File: src/rtl/cnn_pkg.sv
// Shared definitions for the LeNet-5 accelerator: default BRAM geometry and the
// result-checker state encoding.
package cnn_pkg;

   localparam int unsigned CNN_DATA_W = 8;
   localparam int unsigned CNN_ADDR_W = 10;

   typedef enum logic [1:0] {
      IDLE,
      READ,
      DRAIN,
      DONE
   } chk_state_t;

endpackage

File: src/rtl/tol_cmp.sv
// Combinational word comparator: flags a mismatch when |a - b| exceeds tol, with
// a and b read as signed or unsigned words.
module tol_cmp
   import cnn_pkg::*;
#(
   parameter int unsigned DATA_W = CNN_DATA_W
) (
   input  logic [DATA_W-1:0] a,
   input  logic [DATA_W-1:0] b,
   input  logic [DATA_W-1:0] tol,
   input  logic              signed_mode,
   output logic              mismatch
);

   logic [DATA_W:0] a_ext;
   logic [DATA_W:0] b_ext;
   logic [DATA_W:0] diff;
   logic [DATA_W:0] mag;

   // One extra bit holds the full difference range in either interpretation,
   // so the magnitude never overflows.
   always_comb begin
      a_ext    = {signed_mode & a[DATA_W-1], a};
      b_ext    = {signed_mode & b[DATA_W-1], b};
      diff     = a_ext - b_ext;
      mag      = diff[DATA_W] ? (~diff + 1'b1) : diff;
      mismatch = (mag > {1'b0, tol});
   end

endmodule

File: config.mk
export PLATFORM = sky130hd
export DESIGN_NAME = tol_cmp
export DESIGN_NICKNAME = d
export VERILOG_FILES = /design/src/rtl/cnn_pkg.sv /design/src/rtl/tol_cmp.sv
export SDC_FILE = /design/constraint.sdc
export NUM_CORES = 1
export LEC_CHECK = 0
export CAP_MARGIN = 30
export CORE_MARGIN = 2
export CORE_UTILIZATION = 44
export DETAILED_ROUTE_END_ITERATION = 8
export GPL_ROUTABILITY_DRIVEN = 1
export GPL_TIMING_DRIVEN = 0
export PLACE_DENSITY = 0.91
export SYNTH_ARGS = -nofsm -noshare
export SYNTH_HDL_FRONTEND = slang
export SYNTH_SLANG_ARGS = --single-unit
File: constraint.sdc
create_clock -name vclk -period 4.3
set_input_delay 0.645 -clock vclk [all_inputs]
set_output_delay 0.645 -clock vclk [all_outputs]
set_load 0.005 [all_outputs]
==> results of run 1 <==
final cells by class:
| cell class | instances | area (um2) |
|---|---|---|
| fillers | 105 | 324.1 |
| inverters | 19 | 83.83 |
| multi-input cells | 77 | 762.0 |
| well taps | 16 | 20.02 |
| repair buffers | 40 | 351.6 |
per-layer routing:
metal,vias up,GRT usage [%],wire (um)
met5,-,0,0
li1,421,-,-
met1,373,20.38,728
met2,27,44.86,1018
met3,2,0.4000,78
met4,0,4.706,14
power groups by stage:
stage | logic, mW | registers, mW | clock network, mW
after CTS | 0.273 | 0 | 0
after detailed placement | 0.249 | 0 | 0
after floorplan | 0.179 | 0 | 0
final | 0.296 | 0 | 0
after global placement | 0.236 | 0 | 0
after global routing | 0.329 | 0 | 0
logic make-up (layout without fill, tap and decap cells):
kind of cell / Yosys count / after routing
AOI/OAI and AO/OA: 23 / 23
adders and majority gates: 18 / 18
xor gates and xnor gates: 14 / 14
buffers and inverters: 19 / 59
and+or+nand+nor: 22 / 22
synth_stat cells:
| cell | count |
|---|---|
| nor2b_4 | 1 |
| o2111a_1 | 1 |
| nor3_1 | 3 |
| o22ai_1 | 1 |
| nand4_1 | 2 |
| xnor2_2 | 1 |
| nand3_1 | 1 |
| xor2_1 | 2 |
| inv_1 | 19 |
| fa_1 | 1 |
| nand4b_1 | 1 |
| o31ai_1 | 1 |
| or3_1 | 1 |
| o31ai_4 | 1 |
| nand2_1 | 6 |
| nand2b_1 | 1 |
| a21oi_1 | 3 |
| and3_1 | 2 |
| o21ai_1 | 3 |
| o22a_1 | 1 |
| and2_1 | 1 |
| xnor2_1 | 11 |
| ha_1 | 17 |
| a2111o_1 | 1 |
| o41ai_2 | 1 |
| nor2b_1 | 1 |
| a21o_1 | 5 |
| nor2_1 | 2 |
| a211oi_1 | 2 |
| a211o_1 | 2 |
| o21ai_0 | 1 |
metrics by stage:
step                      cell area (um2)  TNS [ns]  hold slack, ns  std cells  utilization (%)
after floorplan                     777.0   -0.2286           1.648         96                -
after global placement               1057    -1.408           2.589        138            68.59
after detailed placement             1057    -1.495           2.603        138            68.59
after CTS                            1184   -0.4488           2.120        149            76.79
after global routing                 1217   -0.7926           2.188        152            78.98
final                                1217   -0.6066           2.124        152            78.98
how the worst min path moves through the flow:
stage                      from  endpoint  depth (start not counted)
finish                     b[0]  mismatch                          8
global route               b[0]  mismatch                          8
CTS                        b[0]  mismatch                          8
detailed placement  signed_mode  mismatch                          6
global placement    signed_mode  mismatch                          6
floorplan                  a[7]  mismatch                          3
what timing repair did:
| item | CTS | global route |
|---|---|---|
| buffers inserted | 11 | 3 |
| pin swaps | 17 | 5 |
| resized for setup | 35 | 2 |
| endpoints found under the setup margin | 1 | 1 |
==> run metrics, run 1 <==
status=complete, but fails checks; failing checks=setup timing; CTS Hold Bufs=0; Synth cell types=31; Worst Tran Pin Value=0.4169 ns; Power Internal=0.1638 mW; sequential share of the synthesized area=0%; final hold violation count=0; GRT Residual Overflow=0; Synth Area in XOR/XNOR=17.48%; main combinational cell family by area after synthesis=adder cells; DRT Pass-1 Iters=4; Seq cells=0; RSZ-0062 raised after global routing=yes; CP most frequent cell=a21o_1; largest net degree at the start of global routing=6; antenna viol nets, final=0; Vias/cell=5.414; post-synthesis mux area share=0%; Synth Area in Compound Gates=25.21%; end point of the critical path=mismatch; GRT Overall Usage=20.54%; Post-DP HPWL=1.368 mm; Net Count, Synth=139; Initial DRC Count=11; Mean Syn Cell Area=7.755 um2; post-synth top area cell=ha_1; Power Total=0.2964 mW; Die X=45.14 um; Max Fclk=203.8 MHz; final setup fails=1; max cap viols=0; Worst Path Required=3.65 ns; Slowest-stage cell, CP=a2111o_1; power per cell area=243.4 mW/mm2; vias in the first global route=861; first-pass GRT wire length=3.236 mm; fin worst setup slack=-0.6066 ns; Core Area=0.001541 mm2; Slew headroom=72.01%; Reg power frac=0%; CP Buf/Inv Count=5; Slew Limit Fails=0; # diodes=0; num rows=14; crit path from=a[0]; Logic pwr share=100.0%; CLK BUF=0; Critical Path AT=4.26 ns; Sw Ratio=44.72%; Leak Pwr=0.6154 nW; Post-Syn Instances=96; Synth top area share=28.57%; most frequent cells in the layout=clkdlybuf4s50_1 (13), buf_4 (13), inv_1 (12), ha_1 (12); CP delay by family, top=compound AO/OA/AOI/OAI gates; Crit path depth=20; layout cell share with drive strength beyond 1=26.47%; Simple-Gate Fraction of Synth Area=16.47%; slowest stage delay, CP=0.47 ns; clock share of power=0%; sw power=0.1325 mW; final layout net count=181; final worst path period share=114.1%; top post-synthesis cells by area=ha_1 (29%), xnor2_1 (13%), inv_1 (9.6%); wire per inst=12.11 um; YS warnings=0; worst slack, placed=-1.495 ns; startpoint types=primary input; starting density of the core=48.30%; crit-path max FO=4; peak supply drop=0.1638 mV; Final min period=4.907 ns; Die H=45.14 um; CP Class=primary input to primary output; synthesized cell area=744.5 um2; GPL Wtd Cong=0.7590; drt total wl=1.840 mm; die area=0.002037 mm2; I/O Pins=26; worst hold path class=primary input to primary output; area share of fa/ha/maj cells after synthesis=31.26%; drt drc=0; vias=823; worst-path cell chain=buf_8 -> inv_12 -> ha_4 -> inv_2 -> fa_2 -> a21o_1 -> a2111o_1 -> o31ai_4 -> xnor2_4 -> nor2b_4 -> xnor2_2 -> ha_1 -> buf_6 -> nand4_1 -> nor2_1 -> a211o_1 -> a21o_1 -> a211oi_2 -> o22ai_1 -> buf_2; CP endpoint kind=primary output; Area Growth Syn to Fin=63.53%; Reg area=0 um2; port bufs=26; antenna violations before repair=0
Power figures use the tool's default switching activity.
==> run 2: changes to the inputs <==
--- a/config.mk
+++ b/config.mk
@@ -5,13 +5,14 @@
 export SDC_FILE = /design/constraint.sdc
 export NUM_CORES = 1
 export LEC_CHECK = 0
+export ABC_AREA = 0
 export CAP_MARGIN = 30
 export CORE_MARGIN = 2
-export CORE_UTILIZATION = 44
+export CORE_UTILIZATION = 35
 export DETAILED_ROUTE_END_ITERATION = 8
 export GPL_ROUTABILITY_DRIVEN = 1
 export GPL_TIMING_DRIVEN = 0
-export PLACE_DENSITY = 0.91
+export PLACE_DENSITY = 0.77
 export SYNTH_ARGS = -nofsm -noshare
 export SYNTH_HDL_FRONTEND = slang
 export SYNTH_SLANG_ARGS = --single-unit
==> run 2 against run 1 <==
  * Hold slack got worse by 0.012 ns
  * Total power is 6.7% lower
  * Routed wire length shrank 6.4%
  * Critical path depth fell by 1
  * The run still ends with setup timing left
  * Largest power group unchanged
  * Critical endpoint unchanged
  * Die area increased by 23%
  * Sequential share of layout area unchanged
  * Fmax is 3.1% higher
  * Critical path type unchanged
  * Cell count up 4.6%
==> run metrics, run 2 (synthesized netlist as in run 1, its figures left out) <==
crit-path max FO=4 (unchanged); first-pass GRT wire length=2.739 mm (-15%); vias=798 (-3.0%); # diodes=0 (unchanged); setup_tns=-0.4577 ns (+0.1488 ns); peak supply drop=0.1089 mV (-33%); status=complete, but fails checks; num rows=16 (+2); I/O Pins=26 (unchanged); antenna violations before repair=0 (unchanged); Die H=50.12 um (+11%); RSZ-0062 raised after global routing=yes; Leak Pwr=0.5951 nW (-3.3%); final hold violation count=0 (unchanged); largest net degree at the start of global routing=6 (unchanged); worst-path cell chain=buf_8 -> inv_12 -> ha_4 -> inv_2 -> fa_2 -> a21o_1 -> a2111o_1 -> o31ai_4 -> xnor2_4 -> nor2b_4 -> xnor2_1 -> ha_1 -> a21o_1 -> a21o_1 -> a211o_1 -> a21o_1 -> a211oi_2 -> o22ai_1 -> buf_2; max cap viols=0 (unchanged); CP delay by family, top=compound AO/OA/AOI/OAI gates; antenna viol nets, final=0 (unchanged); drt total wl=1.723 mm (-6.4%); final setup fails=1 (unchanged); Final Core Density=60.67% (-18 points); worst slack, placed=-1.485 ns (+0.01003 ns); port bufs=26 (unchanged); DRT Pass-1 Iters=3 (-1); Post-DP HPWL=1.428 mm (+4.4%); Area Growth Syn to Fin=61.51%; most frequent cells in the layout=clkdlybuf4s50_1 (13), inv_1 (12), ha_1 (12); vias in the first global route=727 (-16%); Worst Tran Pin Value=0.4992 ns (+0.08236 ns); CTS Hold Bufs=0 (unchanged); die area=0.002512 mm2 (+23%); Max Fclk=210.2 MHz (+3.1%); CP Class=primary input to primary output; CP endpoint kind=primary output; Slowest-stage cell, CP=a2111o_1; GRT Overall Usage=13.29% (-7.2 points); fin worst setup slack=-0.4577 ns (+0.1488 ns); worst hold path class=primary input to primary output; Slew Limit Fails=0 (unchanged); Slew headroom=66.61% (-5.4 points); Seq cells=0 (unchanged); final layout net count=177 (-2.2%); GRT Residual Overflow=0 (unchanged); startpoint types=primary input; slowest stage delay, CP=0.41 ns (-0.06 ns); GPL Wtd Cong=0.7186 (-5.3%); hold endpoint=mismatch; Critical Path AT=4.11 ns (-0.15 ns); wire per inst=10.84 um (-10%); Vias/cell=5.019 (-7.3%); CP most frequent cell=a21o_1; Hold Path Origin=b[0]; Reg area=0 um2 (unchanged); drt drc=0 (unchanged); failing checks=setup timing; Core Area=0.001982 mm2 (+29%); Initial DRC Count=7 (-4); CP Buf/Inv Count=4 (-1); power per cell area=230.0 mW/mm2 (-5.5%); starting density of the core=37.56% (-11 points); CLK BUF=0 (unchanged); layout cell share with drive strength beyond 1=25.00% (-1.5 points); Final min period=4.758 ns (-0.1488 ns); Worst Path Required=3.65 ns (about the same); final worst path period share=110.6% (-3.5 points); commonest non-fill, non-tap cell in the layout=clkdlybuf4s50_1; WHS Path Cells=8 (unchanged); Die X=50.12 um (+11%)
## run 2: worst max-delay path by stage
stage               slack [ns]  cells past startpoint  from        to
finish                   -0.46                     19  a[0]  mismatch
global route             -0.60                     19  a[0]  mismatch
CTS                      -0.44                     19  a[0]  mismatch
detailed placement       -1.49                     19  a[0]  mismatch
global placement         -1.43                     19  a[0]  mismatch
floorplan                -0.23                     17  a[0]  mismatch
## run 2: metrics by stage
stage / power, mW / instances / hold slack, ns / instance area, um2
2_1_floorplan: 0.1793 / 96 / 1.648 / 777.0
6_report: 0.2766 / 159 / 2.113 / 1202
3_3_place_gp: 0.2381 / 149 / 2.595 / 1071
5_1_grt: 0.3055 / 159 / 2.211 / 1202
4_1_cts: 0.2703 / 159 / 2.127 / 1195
3_5_place_dp: 0.2484 / 149 / 2.608 / 1071
## run 2: power breakdown
| group | leakage (nW) | switching [mW] | internal, mW | total (mW) |
|---|---|---|---|---|
| sequential | 0 | 0 | 0 | 0 |
| clock | 0 | 0 | 0 | 0 |
| combinational | 0.595 | 0.124 | 0.152 | 0.277 |
## run 2: final cells by class
cell class,count,area (um2)
multi-input combinational,77,767.0
timing repair buffer,36,317.8
inverter,19,83.83
tap,27,33.78
fill,172,779.5
## run 2: repair_timing
item	CTS	global route
cloned	0	0
pin swaps	15	0
setup endpoints to repair	1	1
setup buffers	10	0
hold endpoints to repair	0	0
resized for setup	36	1
## run 2: layer usage
metal	global-route usage (%)	share of wire, %	up-vias
met2	29.17	55	20
met3	0.9091	3.6	2
met1	13.07	40	363
met4	1.852	1.1	0
met5	0	0	-
li1	-	-	413
## run 2: worst min-delay path, cell delays in order
cell and delay [ns]:
buf_2 0.10, ha_4 0.14, ha_1 0.12, nand4_1 0.07, o22a_1 0.16, inv_1 0.04, o22ai_1 0.07, buf_2 0.12
